--- src/rtl/hdr_parser_pkg.sv ---
// Shared types for the header stream parser: FSM states, ctrl encodings, per-word tag bundle.
// No logic here beyond a saturating increment helper.
package hdr_parser_pkg;

  typedef enum logic [1:0] {
    IDLE,
    MODHDR,
    HDR,
    PAYLOAD
  } state_t;

  localparam logic [7:0] CTRL_MODHDR = 8'hFF;
  localparam logic [7:0] CTRL_DATA   = 8'h00;

  // Classification carried alongside ctrl/data in each buffer entry
  typedef struct packed {
    logic [15:0] count;
    logic        payload;
    logic        sop;
    logic        eop;
  } meta_t;

  function automatic logic [15:0] sat_inc(input logic [15:0] v);
    return (v == 16'hFFFF) ? v : v + 16'd1;
  endfunction

endpackage

--- src/rtl/hdr_parser_skid_fifo.sv ---
// DEPTH-entry buffer with occupancy count; head entry is visible combinationally.
// Latency: an entry pushed at edge N can be popped at edge N+1.
// Backpressure: a push when full is ignored unless a pop happens in the same cycle.
module hdr_parser_skid_fifo #(
  parameter int WIDTH = 8,
  parameter int DEPTH = 2
) (
  input  logic                         clk,
  input  logic                         rst_n,
  input  logic                         push,
  input  logic [WIDTH-1:0]             push_dat,
  input  logic                         pop,
  output logic [WIDTH-1:0]             head_dat,
  output logic [$clog2(DEPTH+1)-1:0]   count
);
  localparam int PW = (DEPTH > 1) ? $clog2(DEPTH) : 1;
  localparam int CW = $clog2(DEPTH + 1);
  localparam logic [PW-1:0] LAST = PW'(DEPTH - 1);

  logic [WIDTH-1:0] mem [DEPTH];
  logic [PW-1:0]    wr_ptr, rd_ptr;
  logic             do_push, do_pop;

  assign do_pop  = pop && (count != '0);
  assign do_push = push && ((count != CW'(DEPTH)) || do_pop);
  assign head_dat = mem[rd_ptr];

  always_ff @(posedge clk or negedge rst_n) begin
    if (!rst_n) begin
      wr_ptr <= '0;
      rd_ptr <= '0;
      count  <= '0;
    end else begin
      if (do_push) wr_ptr <= (wr_ptr == LAST) ? '0 : wr_ptr + PW'(1);
      if (do_pop)  rd_ptr <= (rd_ptr == LAST) ? '0 : rd_ptr + PW'(1);
      case ({do_push, do_pop})
        2'b10:   count <= count + CW'(1);
        2'b01:   count <= count - CW'(1);
        default: ;
      endcase
    end
  end

  // Storage needs no reset: occupancy alone decides what is valid
  always_ff @(posedge clk) begin
    if (do_push) mem[wr_ptr] <= push_dat;
  end

endmodule

--- src/rtl/header_stream_parser.sv ---
// Tags a ctrl/data word stream with sop/eop/payload/count; HDR_PARSER_STATS_EN adds stat_pkts/stat_drops.
// Latency: a word accepted at edge N is presented with out_wr=1 after edge N+1.
// Backpressure: in_rdy falls when the DEPTH-entry buffer is full; writes while not ready are dropped.
module header_stream_parser
  import hdr_parser_pkg::*;
#(
  parameter int DWIDTH     = 64,
  parameter int CTRL_WIDTH = DWIDTH / 8,
  parameter int HDR_WORDS  = 5,
  parameter int DEPTH      = 2
) (
  input  logic                  i_clock,
  input  logic                  i_reset_n,
  input  logic [DWIDTH-1:0]     in_data,
  input  logic [CTRL_WIDTH-1:0] in_ctrl,
  input  logic                  in_wr,
  output logic                  in_rdy,
  output logic [DWIDTH-1:0]     out_data,
  output logic [CTRL_WIDTH-1:0] out_ctrl,
  output logic                  out_wr,
  input  logic                  out_rdy,
  input  logic [7:0]            cfg_hdr_words,
  output logic [15:0]           data_count,
  output logic                  o_inside_payload,
  output logic                  o_sop,
  output logic                  o_eop
`ifdef HDR_PARSER_STATS_EN
  ,
  output logic [31:0]           stat_pkts,
  output logic [31:0]           stat_drops
`endif
);
  localparam int CNTW = $clog2(DEPTH + 1);
  localparam int EW   = CTRL_WIDTH + DWIDTH + $bits(meta_t);
  localparam logic [7:0]            HDR_DEF = 8'(HDR_WORDS);
  localparam logic [CTRL_WIDTH-1:0] C_MOD   = CTRL_WIDTH'(CTRL_MODHDR);
  localparam logic [CTRL_WIDTH-1:0] C_DATA  = CTRL_WIDTH'(CTRL_DATA);

  state_t                state, state_nxt;
  logic [7:0]            hdr_cnt, hdr_nxt, eff_hdr, eff_nxt, cfg_eff, eff_use, idx;
  logic [15:0]           pay_cnt, pay_nxt;
  logic                  is_mod, is_data, is_eop, push, pop;
  meta_t                 meta, head_meta;
  logic [CNTW-1:0]       occ;
  logic [EW-1:0]         head_dat;
  logic [DWIDTH-1:0]     head_data;
  logic [CTRL_WIDTH-1:0] head_ctrl;

  assign in_rdy  = occ < CNTW'(DEPTH);
  assign push    = in_wr && in_rdy;
  assign pop     = out_rdy && (occ != '0);
  assign is_mod  = (in_ctrl == C_MOD);
  assign is_data = (in_ctrl == C_DATA);
  assign is_eop  = !is_mod && !is_data;
  assign cfg_eff = (cfg_hdr_words == 8'd0) ? HDR_DEF : cfg_hdr_words;

  always_ff @(posedge i_clock or negedge i_reset_n) begin
    if (!i_reset_n) begin
      state   <= IDLE;
      hdr_cnt <= '0;
      pay_cnt <= '0;
      eff_hdr <= '0;
    end else begin
      state   <= state_nxt;
      hdr_cnt <= hdr_nxt;
      pay_cnt <= pay_nxt;
      eff_hdr <= eff_nxt;
    end
  end

  always_comb begin
    state_nxt = state;
    hdr_nxt   = hdr_cnt;
    pay_nxt   = pay_cnt;
    eff_nxt   = eff_hdr;
    meta      = '0;
    idx       = (state == HDR) ? hdr_cnt : 8'd0;
    // The sop word has not latched its header count yet, so it uses cfg directly
    eff_use   = (state == IDLE) ? cfg_eff : eff_hdr;
    if (push) begin
      if (state == IDLE) begin
        meta.sop = !is_eop;
        eff_nxt  = cfg_eff;
      end
      if (is_eop) begin
        meta.eop  = 1'b1;
        state_nxt = IDLE;
        if (state == PAYLOAD) begin
          meta.payload = 1'b1;
          meta.count   = sat_inc(pay_cnt);
        end
      end else if (state == PAYLOAD) begin
        meta.payload = 1'b1;
        meta.count   = sat_inc(pay_cnt);
        pay_nxt      = meta.count;
      end else if (is_mod) begin
        if (state == IDLE) state_nxt = MODHDR;
      end else if (idx == eff_use) begin
        state_nxt    = PAYLOAD;
        meta.payload = 1'b1;
        pay_nxt      = '0;
      end else begin
        state_nxt = HDR;
        hdr_nxt   = idx + 8'd1;
      end
    end
  end

  hdr_parser_skid_fifo #(
    .WIDTH (EW),
    .DEPTH (DEPTH)
  ) u_buf (
    .clk      (i_clock),
    .rst_n    (i_reset_n),
    .push     (push),
    .push_dat ({in_ctrl, in_data, meta}),
    .pop      (pop),
    .head_dat (head_dat),
    .count    (occ)
  );

  assign {head_ctrl, head_data, head_meta} = head_dat;

  always_ff @(posedge i_clock or negedge i_reset_n) begin
    if (!i_reset_n) begin
      out_wr           <= 1'b0;
      out_data         <= '0;
      out_ctrl         <= '0;
      data_count       <= '0;
      o_inside_payload <= 1'b0;
      o_sop            <= 1'b0;
      o_eop            <= 1'b0;
    end else begin
      out_wr <= pop;
      if (pop) begin
        out_data         <= head_data;
        out_ctrl         <= head_ctrl;
        data_count       <= head_meta.count;
        o_inside_payload <= head_meta.payload;
        o_sop            <= head_meta.sop;
        o_eop            <= head_meta.eop;
      end
    end
  end

`ifdef HDR_PARSER_STATS_EN
  always_ff @(posedge i_clock or negedge i_reset_n) begin
    if (!i_reset_n) begin
      stat_pkts  <= '0;
      stat_drops <= '0;
    end else begin
      if (push && meta.eop)  stat_pkts  <= stat_pkts + 32'd1;
      if (in_wr && !in_rdy)  stat_drops <= stat_drops + 32'd1;
    end
  end
`endif

endmodule
--- config.mk ---
export PLATFORM = sky130hd
export DESIGN_NAME = header_stream_parser
export DESIGN_NICKNAME = d
export VERILOG_FILES = /design/src/rtl/hdr_parser_pkg.sv /design/src/rtl/hdr_parser_skid_fifo.sv /design/src/rtl/header_stream_parser.sv
export SDC_FILE = /design/constraint.sdc
export NUM_CORES = 1
export LEC_CHECK = 0
export CELL_PAD_IN_SITES_DETAIL_PLACEMENT = 1
export CELL_PAD_IN_SITES_GLOBAL_PLACEMENT = 2
export CORE_UTILIZATION = 39
export CTS_CLUSTER_SIZE = 10
export DETAILED_ROUTE_END_ITERATION = 6
export PLACE_DENSITY_LB_ADDON = 0.1
export SLEW_MARGIN = 25
export SYNTH_ARGS = -nofsm -noshare
export SYNTH_HDL_FRONTEND = slang
export SYNTH_HIERARCHICAL = 1
export SYNTH_SLANG_ARGS = --single-unit
export TNS_END_PERCENT = 5
--- constraint.sdc ---
create_clock -name i_clock -period 7.4 [get_ports i_clock]
set_input_delay 1.48 -clock i_clock [delete_from_list [all_inputs] [get_ports i_clock]]
set_output_delay 1.48 -clock i_clock [all_outputs]
set_load 0.01 [all_outputs]
==> flow_summary.ini, run 1 <==
[run_status]
status = finished, final reports clean

[sta]
maxSlewViolCount = 0
layout_min_cycle_time_ns = 4.057
finClkSkew_ns = 0.01199
relSlewSlack_pct = 37.44
final.setup.tns_ns = 0
rsz0062_at_grt = false
setup_violations = 0
hold_viol = 0
fmax_ghz = 0.2465
worst_pin_slew_ns = 0.9383
final.period_utilization_pct = 54.82

[route]
drt-pass1-iter-count = 6
ant_nets = 0
via_count = 7360
dr.first_iter.drc_count = 331
drt_wl_total_mm = 29.48
wl_per_cell_um = 20.44
drc = 0
vias_per_cell = 5.104

[pwr]
p_switching_w = 0.001711
swShare_pct = 27.64
power_frac_comb_pct = 29.5
peakVddDrop_mv = 0.1685
intPower_w = 0.004480
p_leak_nw = 5.831
clockPowerShare_pct = 27.4
p_seq_share_pct = 43.0
p_per_area_nw_per_um2 = 386.5

[clock_tree]
htree_levels = 2
cts_buffer_depth = 3
root_buffer = clkbuf_16
cts_sinks = 312
holdBufCountCts = 0
cts_tree = done
path_clk_slew_ns = 0.05
clock_latency_ns = 0.51
cts.repair.resized = 0
cts_setup_buffers = 0
cts_buffers = 38

[place]
gp_congestion = 0.7700
dp_cells = 1373
io_buffers = 176
hpwl_mm = 19.30

[critical_path]
worst_path_largest_cell_delay_ns = 0.67
crit_arrival_ns = 4.44
critPathCaptureType = register
crit_family = simple AND/OR/NAND/NOR gates
cp_max_fo = 13
critPathBufInv = 1
start_kind = input port
crit_chain = clkdlybuf4s50_1, or4_1, nor2_1, nand2_1, or2_1, o41ai_1
crit_slowest_cell = nor2_1
crit_required_ns = 7.79
setup.worst_path.class = input port to register

[hold_path]
hold_path_class = register to register

[synthesis]
syn-instance-count = 796
yosys.area.top_type = edfxtp_1
synthTopCellsByArea = edfxtp_1 (43%), dfrtp_1 (26%), mux2_2 (17%)
synth_top_area_share_pct = 43.05
synth_edf_count = 182
yosysWarnings = 6
syn_nets = 882
syn_area_sq_um = 12690
synth_ff_type = edfxtp_1
synth_common_cells = mux2_2 (189), edfxtp_1 (182), dfrtp_1 (130)
synthDistinctLibCells = 72
async_reset_ff_share_pct = 41.67
synth_seq_cells = 312
postSynthAreaPerCell_sq_um = 15.95
yosysMostFrequentCell = mux2_2
yosysSeqAreaShare_pct = 68.68

[floorplanning]
core_area_sq_um = 31800
die_area_sq_um = 33280
io_pins = 177
fp-row-count = 65
initial_core_util_pct = 39.92
die_h_um = 182.4
die_w_um = 182.4

[global_routing]
grt_pass1_vias = 7968
antenna_found_initial = 2
grt_pass1_wl_mm = 46.66
grt_overflow = 0
grt_max_degree = 73
grt_util_all_layers_pct = 18.22

[flow_run]
max-cap-violations = 0

[layout]
final_cells = 1442
syn2layout_area_growth_pct = 26.19
nets = 1065
nFillCells = 3056
antennaDiodeCount = 0
drive_gt1_share_pct = 26.32
[sequential cells by signal (all words and copies together), names as in the netlist, 8 cells and up]
register / count
data_count: 16
eff_hdr: 8
hdr_cnt: 8
out_ctrl: 8
out_data: 64
pay_cnt: 16
u_buf/mem: 182
[cell families after synthesis]
kind of cell             share of synthesized area, %
AND/OR/NAND/NOR                                 6.081
AO/OA/AOI/OAI                                   4.534
buffers and inverters                           2.395
multiplexers                                    17.01
adder cells (fa/ha/maj)                        0.1971
flip-flops                                      68.68
XOR/XNOR                                        1.104
[layout make-up]
cell class	instances	area (sq um)	share of cell area (%)
flip-flops and latches	312	8722	54.45
multi-input cells	429	3697	23.08
repair buffers	183	1852	11.56
clock buffers	63	1076	6.717
well taps	435	544.3	3.398
clock inverters	5	71.32	0.4452
inverters	15	56.30	0.3515
[through the flow]
step | instance area (sq um) | total power, W | worst slack [ns] | hold slack [ns] | utilization, %
after CTS | 15990 | 0.006292 | 3.333 | 0.5048 | 50.27
after floorplan | 12690 | 0.003674 | 0.6817 | 0.4593 | -
after global routing | 16020 | 0.006522 | 3.140 | 0.5208 | 50.38
after detailed placement | 14840 | 0.004559 | 2.794 | 0.4928 | 46.66
after global placement | 14840 | 0.004479 | 2.933 | 0.4864 | 46.66
final | 16020 | 0.006191 | 3.343 | 0.5002 | 50.38
[routing by layer]
layer | wire length, um | track usage, %
met1 | 12840 | 23.53
met2 | 14970 | 31.52
met3 | 1175 | 3.432
met4 | 473 | 4.639
met5 | 23 | 0
[path summary, 6_finish.rpt]
kind	start	endpoint	slack (ns)	cells past startpoint
min	out_data[42]	out_data[42]	0.50	1
min in group asynchronous	i_reset_n	out_data[49]	0.97	1
max reg2reg	u_buf/count[1]	u_buf/mem[1][70]	4.20	6
min reg2reg	out_data[42]	out_data[42]	0.50	1
max	in_ctrl[5]	hdr_cnt[6]	3.34	6
max in group asynchronous	i_reset_n	u_buf/rd_ptr	5.17	2
[cell usage in the layout, fill, tap and decap left out, drive strengths merged, types with 4 or more instances in the layout]
cell	instances
clkinv	4
nand2b	4
o21ai	12
xnor2	9
nor2b	7
nor2	48
a31oi	6
edfxtp	182
nand4	8
clkdlybuf4s50	175
mux2	190
clkbuf	63
or4	6
a211oi	6
o31ai	9
a21o	4
nand3	12
or2	5
inv	15
and3	6
nor3	8
xor2	7
nand2	20
nor4	6
dfrtp	130
buf	8
a21oi	11
[power groups by stage]
stage | Sequential [W] | Combinational [W] | Clock, W
2_1_floorplan | 0.00274 | 0.000929 | 0
3_3_place_gp | 0.00267 | 0.00181 | 0
3_5_place_dp | 0.00270 | 0.00186 | 0
4_1_cts | 0.00268 | 0.00186 | 0.00175
5_1_grt | 0.00273 | 0.00197 | 0.00182
6_report | 0.00266 | 0.00183 | 0.00170
Power figures use the tool's default switching activity.
==> run 2, diff against run 1 <==
==> constraint.sdc (replaced) <==
create_clock -name i_clock -period 4.2 [get_ports i_clock]
set_input_delay 0.84 -clock i_clock [delete_from_list [all_inputs] [get_ports i_clock]]
set_output_delay 0.84 -clock i_clock [all_outputs]
set_load 0.01 [all_outputs]
==> flow_summary.ini, run 2 (same netlist as run 1, synthesis figures left out) <==
[sta]
hold_viol = 0
rsz0062_at_grt = false
setup_violations = 0
finClkSkew_ns = 0.01002
relSlewSlack_pct = 40.59
final.setup.tns_ns = 0
maxSlewViolCount = 0
fmax_ghz = 0.3363
hold_slack_ns = 0.4143
worst_pin_slew_ns = 0.8911
final.period_utilization_pct = 70.80
layout_min_cycle_time_ns = 2.974

[layout]
layout_commonest_cell = mux2_2
antennaDiodeCount = 0
final_cell_mix = mux2_2 (189), edfxtp_1 (182), clkdlybuf4s50_1 (175), dfrtp_1 (129), nor2_1 (46)
top_register = u_buf/mem
nets = 1076
top_regs = u_buf/mem: 182 flops, out_data: 64 flops
utilization_pct = 50.49
largest_reg_flops = 182
syn2layout_area_growth_pct = 26.48
drive_gt1_share_pct = 27.00
nFillCells = 3058

[pwr]
peakVddDrop_mv = 0.3183
power.total_w = 0.01091
p_leak_nw = 5.870
p_per_area_nw_per_um2 = 679.8

[route]
dr.first_iter.drc_count = 392
drt_wl_total_mm = 29.63
vias_per_cell = 5.161
via_count = 7484
wl_per_cell_um = 20.44
ant_nets = 0
drc = 0
drt-pass1-iter-count = 4

[critical_path]
worst_path_largest_cell_delay_ns = 0.57
setup.worst_path.class = input port to register
critPathCaptureType = register
r2r_start = u_buf/count[1]
start_kind = input port
crit_chain = clkdlybuf4s50_1, or4_1, nor2_1, buf_4, nand2_1, or2_1, o41ai_1
crit_path_start = in_ctrl[4]
cp_max_fo = 13
crit_slowest_cell = or4_1
crit_arrival_ns = 3.36
crit_required_ns = 4.58
worstRegToRegCells = 5

[global_routing]
grt_overflow = 0
antenna_found_initial = 2
grt_util_all_layers_pct = 18.33
grt_pass1_vias = 8254
grt_max_degree = 82
grt_pass1_wl_mm = 47.43

[clock_tree]
cts_buffer_depth = 3
holdBufCountCts = 0
root_buffer = clkbuf_16
cts_sinks = 312
htree_levels = 2
cts_tree = done
path_clk_slew_ns = 0.05
cts.repair.resized = 0
clock_latency_ns = 0.51
cts_buffers = 38
cts_setup_buffers = 0

[floorplanning]
die_w_um = 182.4
die_area_sq_um = 33280
die_h_um = 182.4
core_area_sq_um = 31800
io_pins = 177
fp-row-count = 65
initial_core_util_pct = 39.92

[place]
gp_congestion = 0.7581
io_buffers = 176
hpwl_mm = 19.61

[run_status]
status = finished, final reports clean

[hold_path]
hold_path_class = input port to asynchronous set/reset pin

[flow_run]
max-cap-violations = 0
[run 2: changes by cell type in the layout (fill, tap and decap cells not counted)]
cell	delta
buf_12	+1
inv_6	+1
buf_16	-1
clkbuf_1	-3
buf_4	+12
nor2_1	+1
buf_6	-1
clkinv_1	+1
clkinv_8	-2
nor2_2	-1
[run 2: worst max-delay path, delay by kind of cell]
family	cells	cell delay, ns
simple gates	4	1.47
compound gates	1	0.33
buf+inv	2	0.71
[run 2: per-stage QoR]
stage                     setup slack (ns)  area (sq um)  cells
after global routing                 1.099         16060   1450
final                                1.226         16060   1450
after floorplan                     0.6805         12700    796
after detailed placement            0.7406         14940   1385
after global placement              0.8729         14940   1385
after CTS                            1.258         16060   1450
[run 2: layer usage]
layer,vias up,global-route usage [%],part of all wire [%]
li1,3376,-,-
met1,3907,23.03,42
met2,150,32.84,52
met3,47,3.273,4.2
met4,4,4.134,1.6
met5,-,0,0.078
[run 2: power breakdown]
group | internal [W] | total (W) | leakage [nW] | switching, W
sequential | 0.00423 | 0.00474 | 3.24 | 0.000502
combinational | 0.00186 | 0.00321 | 2.09 | 0.00135
clock | 0.00179 | 0.00297 | 0.537 | 0.00118
total | 0.00789 | 0.0109 | 5.87 | 0.00303
[run 2: final cells by class]
type	instances	area [sq um]	area share, %
Clock buffer	60	1065	6.631
Clock inverter	5	51.30	0.3195
Inverter	15	56.30	0.3507
Multi-Input combinational cell	429	3695	23.01
Sequential cell	312	8722	54.32
Tap cell	435	544.3	3.390
Timing Repair Buffer	194	1923	11.98
[run 2: path summary, 6_finish.rpt]
kind,end,slack [ns]
worst max-delay path,hdr_cnt[4],1.23
worst min-delay path,out_data[53],0.41
worst max register to register,u_buf/mem[0][15],1.50
worst min register to register,out_data[3],0.50
max in group asynchronous,out_data[10],2.83
min in group i_clock,out_data[3],0.50
==> edit, RTL diff (config.mk and constraints of run 2) <==
The option `HDR_PARSER_STATS_EN` is turned on by a define.
--- a/src/rtl/header_stream_parser.sv
+++ b/src/rtl/header_stream_parser.sv
@@ -1,6 +1,8 @@
 // Tags a ctrl/data word stream with sop/eop/payload/count; HDR_PARSER_STATS_EN adds stat_pkts/stat_drops.
 // Latency: a word accepted at edge N is presented with out_wr=1 after edge N+1.
 // Backpressure: in_rdy falls when the DEPTH-entry buffer is full; writes while not ready are dropped.
+`define HDR_PARSER_STATS_EN
+
 module header_stream_parser
   import hdr_parser_pkg::*;
 #(
Behaviour (old outputs only; new: stat_drops and stat_pkts): same outputs for any inputs over 4 cycles, from zero or initial values and one cycle with i_reset_n low; that may be too few to reach the edited logic, so the function may still have changed.
==> edit against run 2 <==
  * Final area is 23% higher
  * Routed wire length grew 27%
  * Critical path type unchanged
  * Via count rose by 28%
  * Register-to-register slack lost 40 ps
  * Power grew 14%
  * Sequential cell count is 64 higher
  * Area after synthesis rose by 21%
  * Critical endpoint is now pay_cnt[3]
  * Setup slack improved by 10 ps
==> edit: results (changes against run 2) <==
- Least setup slack across all paths after layout: 1240 ps (was 1230 ps)
- Critical path's largest stage delay: 590 ps (was 570 ps)
- Mean instance size in the synthesized netlist: 14.6 µm² (was 15.9 µm²)
- Fraction of final layout cells sized beyond drive strength 1: 20.3% (was 27.0%)
- Result of the run: complete, no violations (unchanged)
- Top FF cell, synth: dfrtp_1 (was edfxtp_1)
- Leakage power: 7.48 nW (was 5.87 nW)
- Setup Slack @ Placement: 642 ps (was 741 ps)
- M1 wire length: 16700 µm (was 12500 µm)
- TritonCTS buffer count: 45 (was 38)
- List of most frequent post-synthesis cells: dfrtp_1, mux2_2, edfxtp_1 (was mux2_2, edfxtp_1, dfrtp_1)
- Number of nets at the end of the flow: 1405 (was 1076)
- Number of nets produced by synthesis: 1138 (was 882)
- Synthesized-area fraction occupied by ao, oa, aoi and oai cells: 4.16% (was 4.53%)
- Met1 GRT Util: 25.0% (was 23.0%)
- All-Layer GR Usage: 19.1% (was 18.3%)
- Antenna violations before repair: 0 (was 2)
- Launching element of the worst setup path: cfg_hdr_words[1] (was in_ctrl[4])
- Routed wire per std cell: 20.2 µm (was 20.4 µm)
- Number of distinct library cells after synthesis: 64 (was 72)
- Wire length of the first global-routing pass: 59800 µm (was 47400 µm)
- R2R Setup Slk: 1460 ps (was 1500 ps)
- Placed cell count: 1788 (was 1385)
- Largest driver fanout on the critical path: 9 (was 13)
- Leading cell types by total area after synthesis: edfxtp_1, dfrtp_1, mux2_2 (unchanged)
- Worst flop-to-flop path endpoint: stat_pkts[28] (was u_buf/mem[0][15])
- FF-to-FF path depth: 8 (was 5)
- Slew at the pin closest to its max-slew limit: 985 ps (was 891 ps)
- Uppermost layer routed: met4 (was met5)
- Final setup skew: 14.3 ps (was 10.0 ps)
- Area after detailed placement: 18400 µm² (was 14900 µm²)
- Share of flip-flops with an asynchronous set or reset after synthesis: 51.6% (was 41.7%)
- DPL Wire Length: 24600 µm (was 19600 µm)
- Largest net degree at the start of global routing: 93 (was 82)
- Met2 wirelength from detailed routing: 18700 µm (was 15400 µm)
- Post-synthesis mux area share: 13.7% (was 17.0%)
- Number of filler instances in the final layout: 3845 (was 3058)
- Vias: 9587 (was 7484)
- Iteration-0 DRC count of the detailed router: 382 (was 392)
- Global-route met2 utilization: 32.3% (was 32.8%)
- NetSw: 0.00349 W (was 0.00303 W)
- GR Util met3: 3.65% (was 3.27%)
## edit: changes by cell type in the layout (fill, tap and decap cells not counted), sizes merged, moves of 8 or more
| cell | change |
|---|---|
| xor2 | +21 |
| o21ai | +8 |
| nand3 | +24 |
| o31ai | -8 |
| nand2 | +42 |
| a31oi | +11 |
| dfrtp | +64 |
| nor2 | +10 |
| clkdlybuf4s50 | +64 |
| xnor2 | +39 |
| clkbuf | +14 |
| nand4 | +16 |
| inv | +8 |
## edit: power groups by stage
stage	combinational [W]	clock [W]	sequential, W
floorplan	0.00172	0	0.00557
global placement	0.00363	0	0.00536
detailed placement	0.00367	0	0.00542
CTS	0.00369	0.00369	0.00536
global route	0.00386	0.00382	0.00546
finish	0.00359	0.00355	0.00534
## edit: final cells by class
class | instances | share of cell area (%)
Clock buffer | 73 | 6.60
Clock inverter | 3 | 0.152
Inverter | 23 | 0.437
Multi-Input combinational cell | 616 | 24.2
Sequential cell | 376 | 52.3
Tap cell | 518 | 3.28
Timing Repair Buffer | 255 | 13.0
